### config.mk
export PLATFORM = sky130hd
export DESIGN_NAME = timer0_counter_unit_flat
export DESIGN_NICKNAME = d
export VERILOG_FILES = /design/src/rtl/timer0_pkg.sv /design/src/rtl/timer0_counter_unit_if.sv /design/src/rtl/oc0_waveform_gen.sv /design/src/rtl/timer0_counter_unit.sv /design/src/flat_wrapper.sv
export SDC_FILE = /design/constraint.sdc
export NUM_CORES = 1
export LEC_CHECK = 0
export ABC_AREA = 1
export CELL_PAD_IN_SITES_DETAIL_PLACEMENT = 0
export CELL_PAD_IN_SITES_GLOBAL_PLACEMENT = 2
export CORE_MARGIN = 2
export CORE_UTILIZATION = 27
export CTS_BUF_LIST = sky130_fd_sc_hd__clkbuf_4 sky130_fd_sc_hd__clkbuf_8
export DETAILED_ROUTE_END_ITERATION = 7
export PLACE_DENSITY_LB_ADDON = 0.1
export SKIP_CTS_REPAIR_TIMING = 1
export SLEW_MARGIN = 20
export SYNTH_ARGS = -nofsm -noshare
export SYNTH_HDL_FRONTEND = slang
export SYNTH_SLANG_ARGS = --single-unit
### constraint.sdc
create_clock -name sysClock -period 2.18 [get_ports sysClock]
set_clock_uncertainty 0.05 [all_clocks]
set_input_delay 0.436 -clock sysClock [delete_from_list [all_inputs] [get_ports sysClock]]
set_output_delay 0.436 -clock sysClock [all_outputs]
set_load 0.02 [all_outputs]
### src/rtl/timer0_pkg.sv
`default_nettype none
// +------------------------------------------------------------------------+
// | Package : timer0_pkg                                                   |
// | Purpose : Shared encodings and constants for the Timer0 counting core  |
// |           (waveform modes, compare-output modes, count direction).     |
// | Revision: 1.0 - initial release                                        |
// +------------------------------------------------------------------------+
package timer0_pkg;

  localparam int TIMER0_WIDTH = 8;
  localparam logic [TIMER0_WIDTH-1:0] TIMER0_MAX    = {TIMER0_WIDTH{1'b1}};
  localparam logic [TIMER0_WIDTH-1:0] TIMER0_BOTTOM = '0;

  typedef enum logic [1:0] {
    WGM_NORMAL = 2'b00,
    WGM_PCPWM  = 2'b01,
    WGM_CTC    = 2'b10,
    WGM_FPWM   = 2'b11
  } wgm_e;

  typedef enum logic [1:0] {
    COM_OFF    = 2'b00,
    COM_TOGGLE = 2'b01,
    COM_CLEAR  = 2'b10,
    COM_SET    = 2'b11
  } com_e;

  typedef enum logic {
    DIR_UP   = 1'b0,
    DIR_DOWN = 1'b1
  } dir_e;

  // Both PWM encodings have bit 0 set; normal and CTC have it clear.
  function automatic logic is_pwm(input logic [1:0] wgm);
    return wgm[0];
  endfunction

endpackage
`default_nettype wire

### src/rtl/timer0_counter_unit_if.sv
`default_nettype none
// +------------------------------------------------------------------------+
// | Interface: timer0_counter_unit_if                                      |
// | Purpose  : Control/status bundle between the Timer0 register logic     |
// |            (master) and the counting core (slave).                     |
// | Ports    : tick, wgm, com, tcnt_we/wdata, ocr_we/wdata, foc, tov_clr,  |
// |            ocf_clr (to core); tcnt, ocr, tov_flag, ocf_flag, oc0 (from |
// |            core).                                                      |
// | Revision : 1.0 - initial release                                       |
// +------------------------------------------------------------------------+
interface timer0_counter_unit_if #(
  parameter int WIDTH = 8
);

  logic             tick;
  logic [1:0]       wgm;
  logic [1:0]       com;
  logic             tcnt_we;
  logic [WIDTH-1:0] tcnt_wdata;
  logic             ocr_we;
  logic [WIDTH-1:0] ocr_wdata;
  logic             foc;
  logic             tov_clr;
  logic             ocf_clr;
  logic [WIDTH-1:0] tcnt;
  logic [WIDTH-1:0] ocr;
  logic             tov_flag;
  logic             ocf_flag;
  logic             oc0;

  modport master (
    output tick, wgm, com, tcnt_we, tcnt_wdata, ocr_we, ocr_wdata,
           foc, tov_clr, ocf_clr,
    input  tcnt, ocr, tov_flag, ocf_flag, oc0
  );

  modport slave (
    input  tick, wgm, com, tcnt_we, tcnt_wdata, ocr_we, ocr_wdata,
           foc, tov_clr, ocf_clr,
    output tcnt, ocr, tov_flag, ocf_flag, oc0
  );

endinterface
`default_nettype wire

### src/rtl/oc0_waveform_gen.sv
`default_nettype none
// +------------------------------------------------------------------------+
// | Module  : oc0_waveform_gen                                             |
// | Purpose : Holds the OC0 output register and applies the compare-output |
// |           action selected by wgm/com on match, BOTTOM and force events.|
// | Ports   : sysClock, reset, match (qualified ticked match), bottom      |
// |           (fast-PWM wrap), dir (count direction before the tick),      |
// |           foc, wgm, com -> oc0.                                        |
// | Revision: 1.0 - initial release                                        |
// +------------------------------------------------------------------------+
module oc0_waveform_gen
  import timer0_pkg::*;
(
  input  logic       sysClock,
  input  logic       reset,
  input  logic       match,
  input  logic       bottom,
  input  dir_e       dir,
  input  logic       foc,
  input  logic [1:0] wgm,
  input  logic [1:0] com,
  output logic       oc0
);

  logic r_oc0;
  wgm_e w_wgm;
  com_e w_com;
  logic w_act;

  assign w_wgm = wgm_e'(wgm);
  assign w_com = com_e'(com);
  // A forced compare behaves exactly like a real match, but only outside PWM.
  assign w_act = match | foc;

  always_ff @(posedge sysClock) begin
    if (reset) begin
      r_oc0 <= 1'b0;
    end else begin
      case (w_wgm)
        WGM_NORMAL, WGM_CTC: begin
          case (w_com)
            COM_OFF:    r_oc0 <= 1'b0;
            COM_TOGGLE: if (w_act) r_oc0 <= ~r_oc0;
            COM_CLEAR:  if (w_act) r_oc0 <= 1'b0;
            COM_SET:    if (w_act) r_oc0 <= 1'b1;
          endcase
        end
        WGM_FPWM: begin
          // BOTTOM is checked first so it wins when ocr == MAX.
          case (w_com)
            COM_CLEAR: begin
              if (bottom)     r_oc0 <= 1'b1;
              else if (match) r_oc0 <= 1'b0;
            end
            COM_SET: begin
              if (bottom)     r_oc0 <= 1'b0;
              else if (match) r_oc0 <= 1'b1;
            end
            default:          r_oc0 <= 1'b0;
          endcase
        end
        WGM_PCPWM: begin
          case (w_com)
            COM_CLEAR: if (match) r_oc0 <= (dir == DIR_DOWN);
            COM_SET:   if (match) r_oc0 <= (dir == DIR_UP);
            default:              r_oc0 <= 1'b0;
          endcase
        end
      endcase
    end
  end

  assign oc0 = r_oc0;

endmodule
`default_nettype wire

### src/rtl/timer0_counter_unit.sv
`default_nettype none
// +------------------------------------------------------------------------+
// | Module  : timer0_counter_unit                                          |
// | Purpose : Timer0 TCNT0 counting core. Advances the count once per      |
// |           accepted prescaler tick in normal, CTC, fast PWM and         |
// |           phase-correct PWM modes; double-buffers OCR0 in PWM modes;   |
// |           raises TOV0/OCF0 and drives the OC0 waveform.                |
// | Ports   : sysClock, reset (sync, active-high), bus (slave modport of   |
// |           timer0_counter_unit_if).                                     |
// | Revision: 1.0 - initial release                                        |
// +------------------------------------------------------------------------+
module timer0_counter_unit
  import timer0_pkg::*;
#(
  parameter int WIDTH = TIMER0_WIDTH
) (
  input  logic                  sysClock,
  input  logic                  reset,
  timer0_counter_unit_if.slave  bus
);

  localparam logic [WIDTH-1:0] c_MAX    = {WIDTH{1'b1}};
  localparam logic [WIDTH-1:0] c_BOTTOM = '0;
  localparam logic [WIDTH-1:0] c_ONE    = WIDTH'(1);

  logic [WIDTH-1:0] r_tcnt;
  logic [WIDTH-1:0] r_ocr;
  logic [WIDTH-1:0] r_ocr_buf;
  logic             r_tov;
  logic             r_ocf;
  logic             r_block;
  dir_e             r_dir;

  wgm_e             w_wgm;
  logic             w_pwm;
  logic             w_tick_acc;
  logic             w_at_max;
  logic             w_at_bottom;
  logic             w_raw_match;
  logic             w_match;
  logic [WIDTH-1:0] w_tcnt_next;
  dir_e             w_dir_next;
  logic             w_tov_set;
  logic             w_ocr_load;
  logic             w_bottom;
  logic             w_oc0;

  assign w_wgm       = wgm_e'(bus.wgm);
  assign w_pwm       = is_pwm(bus.wgm);
  // A CPU write to TCNT0 swallows any tick arriving in the same cycle.
  assign w_tick_acc  = bus.tick & ~bus.tcnt_we;
  assign w_at_max    = (r_tcnt == c_MAX);
  assign w_at_bottom = (r_tcnt == c_BOTTOM);
  assign w_raw_match = (r_tcnt == r_ocr);
  // The first tick after a TCNT0 write never reports a compare match.
  assign w_match     = w_tick_acc & w_raw_match & ~r_block;

  always_comb begin
    w_tcnt_next = r_tcnt;
    w_dir_next  = r_dir;
    w_tov_set   = 1'b0;
    w_ocr_load  = 1'b0;
    w_bottom    = 1'b0;
    if (w_tick_acc) begin
      case (w_wgm)
        WGM_NORMAL: begin
          w_tcnt_next = r_tcnt + c_ONE;
          w_tov_set   = w_at_max;
        end
        WGM_CTC: begin
          w_tcnt_next = w_raw_match ? c_BOTTOM : r_tcnt + c_ONE;
          w_tov_set   = w_at_max;
        end
        WGM_FPWM: begin
          w_tcnt_next = r_tcnt + c_ONE;
          if (w_at_max) begin
            w_tov_set  = 1'b1;
            w_ocr_load = 1'b1;
            w_bottom   = 1'b1;
          end
        end
        WGM_PCPWM: begin
          if (r_dir == DIR_UP) begin
            if (w_at_max) begin
              w_dir_next  = DIR_DOWN;
              w_tcnt_next = c_MAX - c_ONE;
              w_ocr_load  = 1'b1;
            end else begin
              w_tcnt_next = r_tcnt + c_ONE;
            end
          end else begin
            if (w_at_bottom) begin
              w_dir_next  = DIR_UP;
              w_tcnt_next = c_ONE;
              w_tov_set   = 1'b1;
            end else begin
              w_tcnt_next = r_tcnt - c_ONE;
            end
          end
        end
      endcase
    end
    if (w_wgm != WGM_PCPWM) begin
      w_dir_next = DIR_UP;
    end
  end

  always_ff @(posedge sysClock) begin
    if (reset) begin
      r_tcnt    <= '0;
      r_ocr     <= '0;
      r_ocr_buf <= '0;
      r_tov     <= 1'b0;
      r_ocf     <= 1'b0;
      r_block   <= 1'b0;
      r_dir     <= DIR_UP;
    end else begin
      r_tcnt <= bus.tcnt_we ? bus.tcnt_wdata : w_tcnt_next;
      r_dir  <= w_dir_next;

      if (bus.tcnt_we) begin
        r_block <= 1'b1;
      end else if (bus.tick) begin
        r_block <= 1'b0;
      end

      if (bus.ocr_we) begin
        r_ocr_buf <= bus.ocr_wdata;
      end
      // The PWM reload uses the buffer contents from before any same-cycle write.
      if (bus.ocr_we && !w_pwm) begin
        r_ocr <= bus.ocr_wdata;
      end else if (w_ocr_load) begin
        r_ocr <= r_ocr_buf;
      end

      // Set has priority over a simultaneous clear.
      r_tov <= w_tov_set | (r_tov & ~bus.tov_clr);
      r_ocf <= w_match   | (r_ocf & ~bus.ocf_clr);
    end
  end

  oc0_waveform_gen u_oc0 (
    .sysClock (sysClock),
    .reset    (reset),
    .match    (w_match),
    .bottom   (w_bottom),
    .dir      (r_dir),
    .foc      (bus.foc),
    .wgm      (bus.wgm),
    .com      (bus.com),
    .oc0      (w_oc0)
  );

  assign bus.tcnt     = r_tcnt;
  assign bus.ocr      = r_ocr;
  assign bus.tov_flag = r_tov;
  assign bus.ocf_flag = r_ocf;
  assign bus.oc0      = w_oc0;

endmodule
`default_nettype wire

### src/flat_wrapper.sv
// flat-port wrapper written by rule: the top's interface ports become plain ports
module timer0_counter_unit_flat import timer0_pkg::*;
#(
  parameter int WIDTH = TIMER0_WIDTH
)
  (sysClock, reset, bus_tick, bus_wgm, bus_com, bus_tcnt_we, bus_tcnt_wdata, bus_ocr_we, bus_ocr_wdata, bus_foc, bus_tov_clr, bus_ocf_clr, bus_tcnt, bus_ocr, bus_tov_flag, bus_ocf_flag, bus_oc0);
  timer0_counter_unit_if #(.WIDTH(WIDTH)) bus_i ();
  input  logic sysClock;
  input  logic reset;
  input wire logic [$bits(bus_i.tick)-1:0] bus_tick;
  input wire logic [$bits(bus_i.wgm)-1:0] bus_wgm;
  input wire logic [$bits(bus_i.com)-1:0] bus_com;
  input wire logic [$bits(bus_i.tcnt_we)-1:0] bus_tcnt_we;
  input wire logic [$bits(bus_i.tcnt_wdata)-1:0] bus_tcnt_wdata;
  input wire logic [$bits(bus_i.ocr_we)-1:0] bus_ocr_we;
  input wire logic [$bits(bus_i.ocr_wdata)-1:0] bus_ocr_wdata;
  input wire logic [$bits(bus_i.foc)-1:0] bus_foc;
  input wire logic [$bits(bus_i.tov_clr)-1:0] bus_tov_clr;
  input wire logic [$bits(bus_i.ocf_clr)-1:0] bus_ocf_clr;
  output wire logic [$bits(bus_i.tcnt)-1:0] bus_tcnt;
  output wire logic [$bits(bus_i.ocr)-1:0] bus_ocr;
  output wire logic [$bits(bus_i.tov_flag)-1:0] bus_tov_flag;
  output wire logic [$bits(bus_i.ocf_flag)-1:0] bus_ocf_flag;
  output wire logic [$bits(bus_i.oc0)-1:0] bus_oc0;
  assign bus_i.tick = bus_tick;
  assign bus_i.wgm = bus_wgm;
  assign bus_i.com = bus_com;
  assign bus_i.tcnt_we = bus_tcnt_we;
  assign bus_i.tcnt_wdata = bus_tcnt_wdata;
  assign bus_i.ocr_we = bus_ocr_we;
  assign bus_i.ocr_wdata = bus_ocr_wdata;
  assign bus_i.foc = bus_foc;
  assign bus_i.tov_clr = bus_tov_clr;
  assign bus_i.ocf_clr = bus_ocf_clr;
  assign bus_tcnt = bus_i.tcnt;
  assign bus_ocr = bus_i.ocr;
  assign bus_tov_flag = bus_i.tov_flag;
  assign bus_ocf_flag = bus_i.ocf_flag;
  assign bus_oc0 = bus_i.oc0;
  timer0_counter_unit #(.WIDTH(WIDTH)) u_core (.sysClock(sysClock), .reset(reset), .bus(bus_i));
endmodule
==> results of run 1 <==
==> kinds of logic (layout without fill, tap and decap cells) <==
kind of cell	after synthesis	in the layout
xor gates and xnor gates	9	9
AOI/OAI and AO/OA	54	54
buffers and inverters	48	114
and+or+nand+nor	190	190
adders and majority gates	7	7
DFF	29	29
==> layout make-up <==
class                   count  area (µm²)
clock buffers               7        90.1
inverters                  35         131
flip-flops and latches     29         581
well taps                  99         124
multi-input cells         260        1290
repair buffers             71         648
fillers                   796        4440
clock inverters             1        30.0
==> worst paths after layout <==
kind | from | end | slack, ps | cells past startpoint
worst min-delay path | u_core.bus.ocf_flag | u_core.bus.ocf_flag | 410 | 2
worst max-delay path | u_core.bus.tcnt[4] | bus_tcnt[4] | 120 | 2
worst max register to register | u_core.bus.tcnt[0] | u_core.bus.ocr[6] | 230 | 11
worst min register to register | u_core.bus.ocf_flag | u_core.bus.ocf_flag | 410 | 2
==> synthesized netlist by cell type (all sizes together) <==
library cell,n
nand2,105
nor2,54
inv,34
o21ai,34
dfxtp,29
nand3,15
a21oi,12
buf,11
ha,7
nor3,6
xnor2,6
a22oi,5
nor4,5
nand4,4
xor2,3
a211oi,2
clkbuf,2
clkinv,1
o221ai,1
or2,1
==> flip-flops by register name, indices dropped and copies added, names as in the netlist <==
| register | count |
|---|---|
| u_core.bus.ocf_flag | 1 |
| u_core.bus.ocr | 8 |
| u_core.bus.tcnt | 8 |
| u_core.bus.tov_flag | 1 |
| u_core.r_block | 1 |
| u_core.r_dir | 1 |
| u_core.r_ocr_buf | 8 |
| u_core.u_oc0.oc0 | 1 |
==> layer usage <==
layer / part of all wire [%] / wire length, µm / GRT usage [%]
met4: 1.5 / 101 / 4.92
met5: 0 / 0 / 0
met1: 50 / 3270 / 21.5
met2: 45 / 2990 / 26.5
met3: 3.6 / 241 / 2.90
==> stage by stage <==
step | util [%] | cells
final | 39.5 | 502
after global routing | 39.5 | 502
after CTS | 39.4 | 502
after detailed placement | 37.8 | 494
after global placement | 37.8 | 494
after floorplan | - | 337
==> power breakdown <==
group,internal [W],switching (W),leakage [nW]
Sequential,0.000563,0.0000311,0.239
Clock,0.000385,0.000224,0.0619
Combinational,0.000198,0.000231,1.05
==> worst max-delay path, stage by stage, from the launching register on <==
cell and delay [ps]:
sky130_fd_sc_hd__dfxtp_1 510, sky130_fd_sc_hd__buf_4 190, sky130_fd_sc_hd__clkdlybuf4s50_1 590
==> impl_table.tex, run 1 <==
\begin{tabular}{lr}
\hline
Metric & Value \\
\hline
\multicolumn{2}{l}{\textbf{Routing}} \\
WL/cell & 13.2 µm \\
Remaining number of nets flagged by the antenna check after routing & 0 \\
Via Count & 2,274 \\
Wirelength, routed & 6.61 mm \\
Iteration-0 DRC Markers & 107 \\
DRC violations left & 0 \\
Pre-antenna DRT Iters & 4 \\
Per-cell via count in the routed design & 4.53 \\
\multicolumn{2}{l}{\textbf{Timing}} \\
Setup repair after global routing missed its margin & false \\
Final-report hold violation count & 0 \\
Least setup slack across all paths after layout & 119 ps \\
Number of setup violations in the final report & 0 \\
Worst slew slack as a fraction of its limit & 73.9\% \\
Highest achievable clock rate & 485 MHz \\
Count of final max-slew check failures & 0 \\
Worst hold slack across all endpoints & 413 ps \\
Measured slew at the worst slew-check pin & 388 ps \\
Final critical-path share of the clock period & 94.6\% \\
Accumulated negative setup slack & 0 ps \\
Post-layout minimum cycle time & 2060 ps \\
\multicolumn{2}{l}{\textbf{Floorplanning}} \\
Die X & 91.5 µm \\
Vertical die dimension & 91.5 µm \\
Placement Rows & 31 \\
Initial cell density of the core & 28.2\% \\
Total die area & 0.00837 mm² \\
Core Area & 0.00733 mm² \\
Number of top-level design ports & 47 \\
\multicolumn{2}{l}{\textbf{Worst setup path}} \\
CP Class & reg -> out \\
Setup crit end kind & output pin \\
Required time at the endpoint of the critical path & 1690 ps \\
Data arrival time at the worst-slack endpoint & 1580 ps \\
Maximum fanout along the worst path & 7 \\
Crit start category & flop \\
\multicolumn{2}{l}{\textbf{Global routing}} \\
Antenna violations before repair & 0 \\
Overflow left after global routing & 0 \\
Vias in the first global route & 2,204 \\
Wire length of the first global-routing pass & 10.7 mm \\
Pin count of the biggest net entering global routing & 14 \\
Global-route total usage across every layer & 16.2\% \\
\multicolumn{2}{l}{\textbf{CTS}} \\
Clock Latency Late Sink & 280 ps \\
Clock tree from TritonCTS & yes \\
Clock-pin slew of the registers on the worst-case setup and hold paths & 70 ps \\
TritonCTS Buffers & 5 \\
Maximum level of the CTS H-tree & 2 \\
Buffer depth of the longest clock path & 2 \\
Clock Root Buffer & sky130\_fd\_sc\_hd\_\_clkbuf\_8 \\
\# clock sinks & 29 \\
\multicolumn{2}{l}{\textbf{Synth}} \\
Per-instance average area after synthesis & 6.13 µm² \\
Most area-consuming cells after synthesis & sky130\_fd\_sc\_hd\_\_dfxtp\_1 (28\%), sky130\_fd\_sc\_hd\_\_nand2\_1 (19\%), sky130\_fd\_sc\_hd\_\_nor2\_1 (9.1\%) \\
Post-Syn Area & 0.00207 mm² \\
Share of Yosys cell area claimed by the top area cell type & 28.1\% \\
Synth Area in Compound Gates & 14.1\% \\
Main combinational cell family by area after synthesis & simple AND/OR/NAND/NOR gates \\
Yosys synthesis warning count & 0 \\
Xor/xnor share of the synthesized area & 3.81\% \\
Distinct cells, synth & 30 \\
Post-synth top area cell & sky130\_fd\_sc\_hd\_\_dfxtp\_1 \\
Number of flip-flops and latches in the synthesized netlist & 29 \\
Mux share of post-synthesis cell area & 0\% \\
Area fraction in and, or, nand and nor cells after synthesis & 40.1\% \\
Sequential-to-total area share from yosys stat & 28.1\% \\
Mapped Nets & 372 \\
Post-synthesis instance total & 337 \\
Synthesized-area fraction occupied by adder cells & 4.24\% \\
\multicolumn{2}{l}{\textbf{Final layout}} \\
Nets & 437 \\
Area growth syn-to-layout & 40.0\% \\
Diodes inserted & 0 \\
Final std cell area, no fill & 0.00289 mm² \\
Most common library cell in the layout ignoring fill and taps & sky130\_fd\_sc\_hd\_\_nand2\_1 \\
Commonest non-fill, non-tap cells in the layout & sky130\_fd\_sc\_hd\_\_nand2\_1 (103), sky130\_fd\_sc\_hd\_\_nor2\_1 (49), sky130\_fd\_sc\_hd\_\_clkdlybuf4s50\_1 (46) \\
Share of cells above drive strength 1 & 11.4\% \\
\multicolumn{2}{l}{\textbf{Placed design}} \\
Pre-CTS setup slack & 31.2 ps \\
IO Port Bufs & 46 \\
HPWL after DPL & 5.24 mm \\
Global placer's final weighted congestion & 0.863 \\
Post-placement cell area & 0.00277 mm² \\
\multicolumn{2}{l}{\textbf{Pwr}} \\
Power density of the placed cells & 564 mW/mm² \\
Maximum vdd ir drop & 0.169 mV \\
Total Power Consumption & 0.00163 W \\
Static leakage & 1.35 nW \\
\multicolumn{2}{l}{\textbf{Hold path}} \\
Worst hold-check path type & reg -> reg \\
\multicolumn{2}{l}{\textbf{Outcome}} \\
Outcome & finished, final reports clean \\
\multicolumn{2}{l}{\textbf{Job}} \\
Number of max-cap violations & 0 \\
\hline
\end{tabular}
No activity file was read; power rests on OpenSTA's default activity.
==> run 2, diff against run 1 <==
--- a/config.mk
+++ b/config.mk
@@ -11,6 +11,7 @@
 export CORE_MARGIN = 2
 export CORE_UTILIZATION = 27
 export CTS_BUF_LIST = sky130_fd_sc_hd__clkbuf_4 sky130_fd_sc_hd__clkbuf_8
+export CTS_CLUSTER_SIZE = 25
 export DETAILED_ROUTE_END_ITERATION = 7
 export PLACE_DENSITY_LB_ADDON = 0.1
 export SKIP_CTS_REPAIR_TIMING = 1
==> results of run 2 <==
No change in the layout: final DEF, timing and power equal those of run 1.
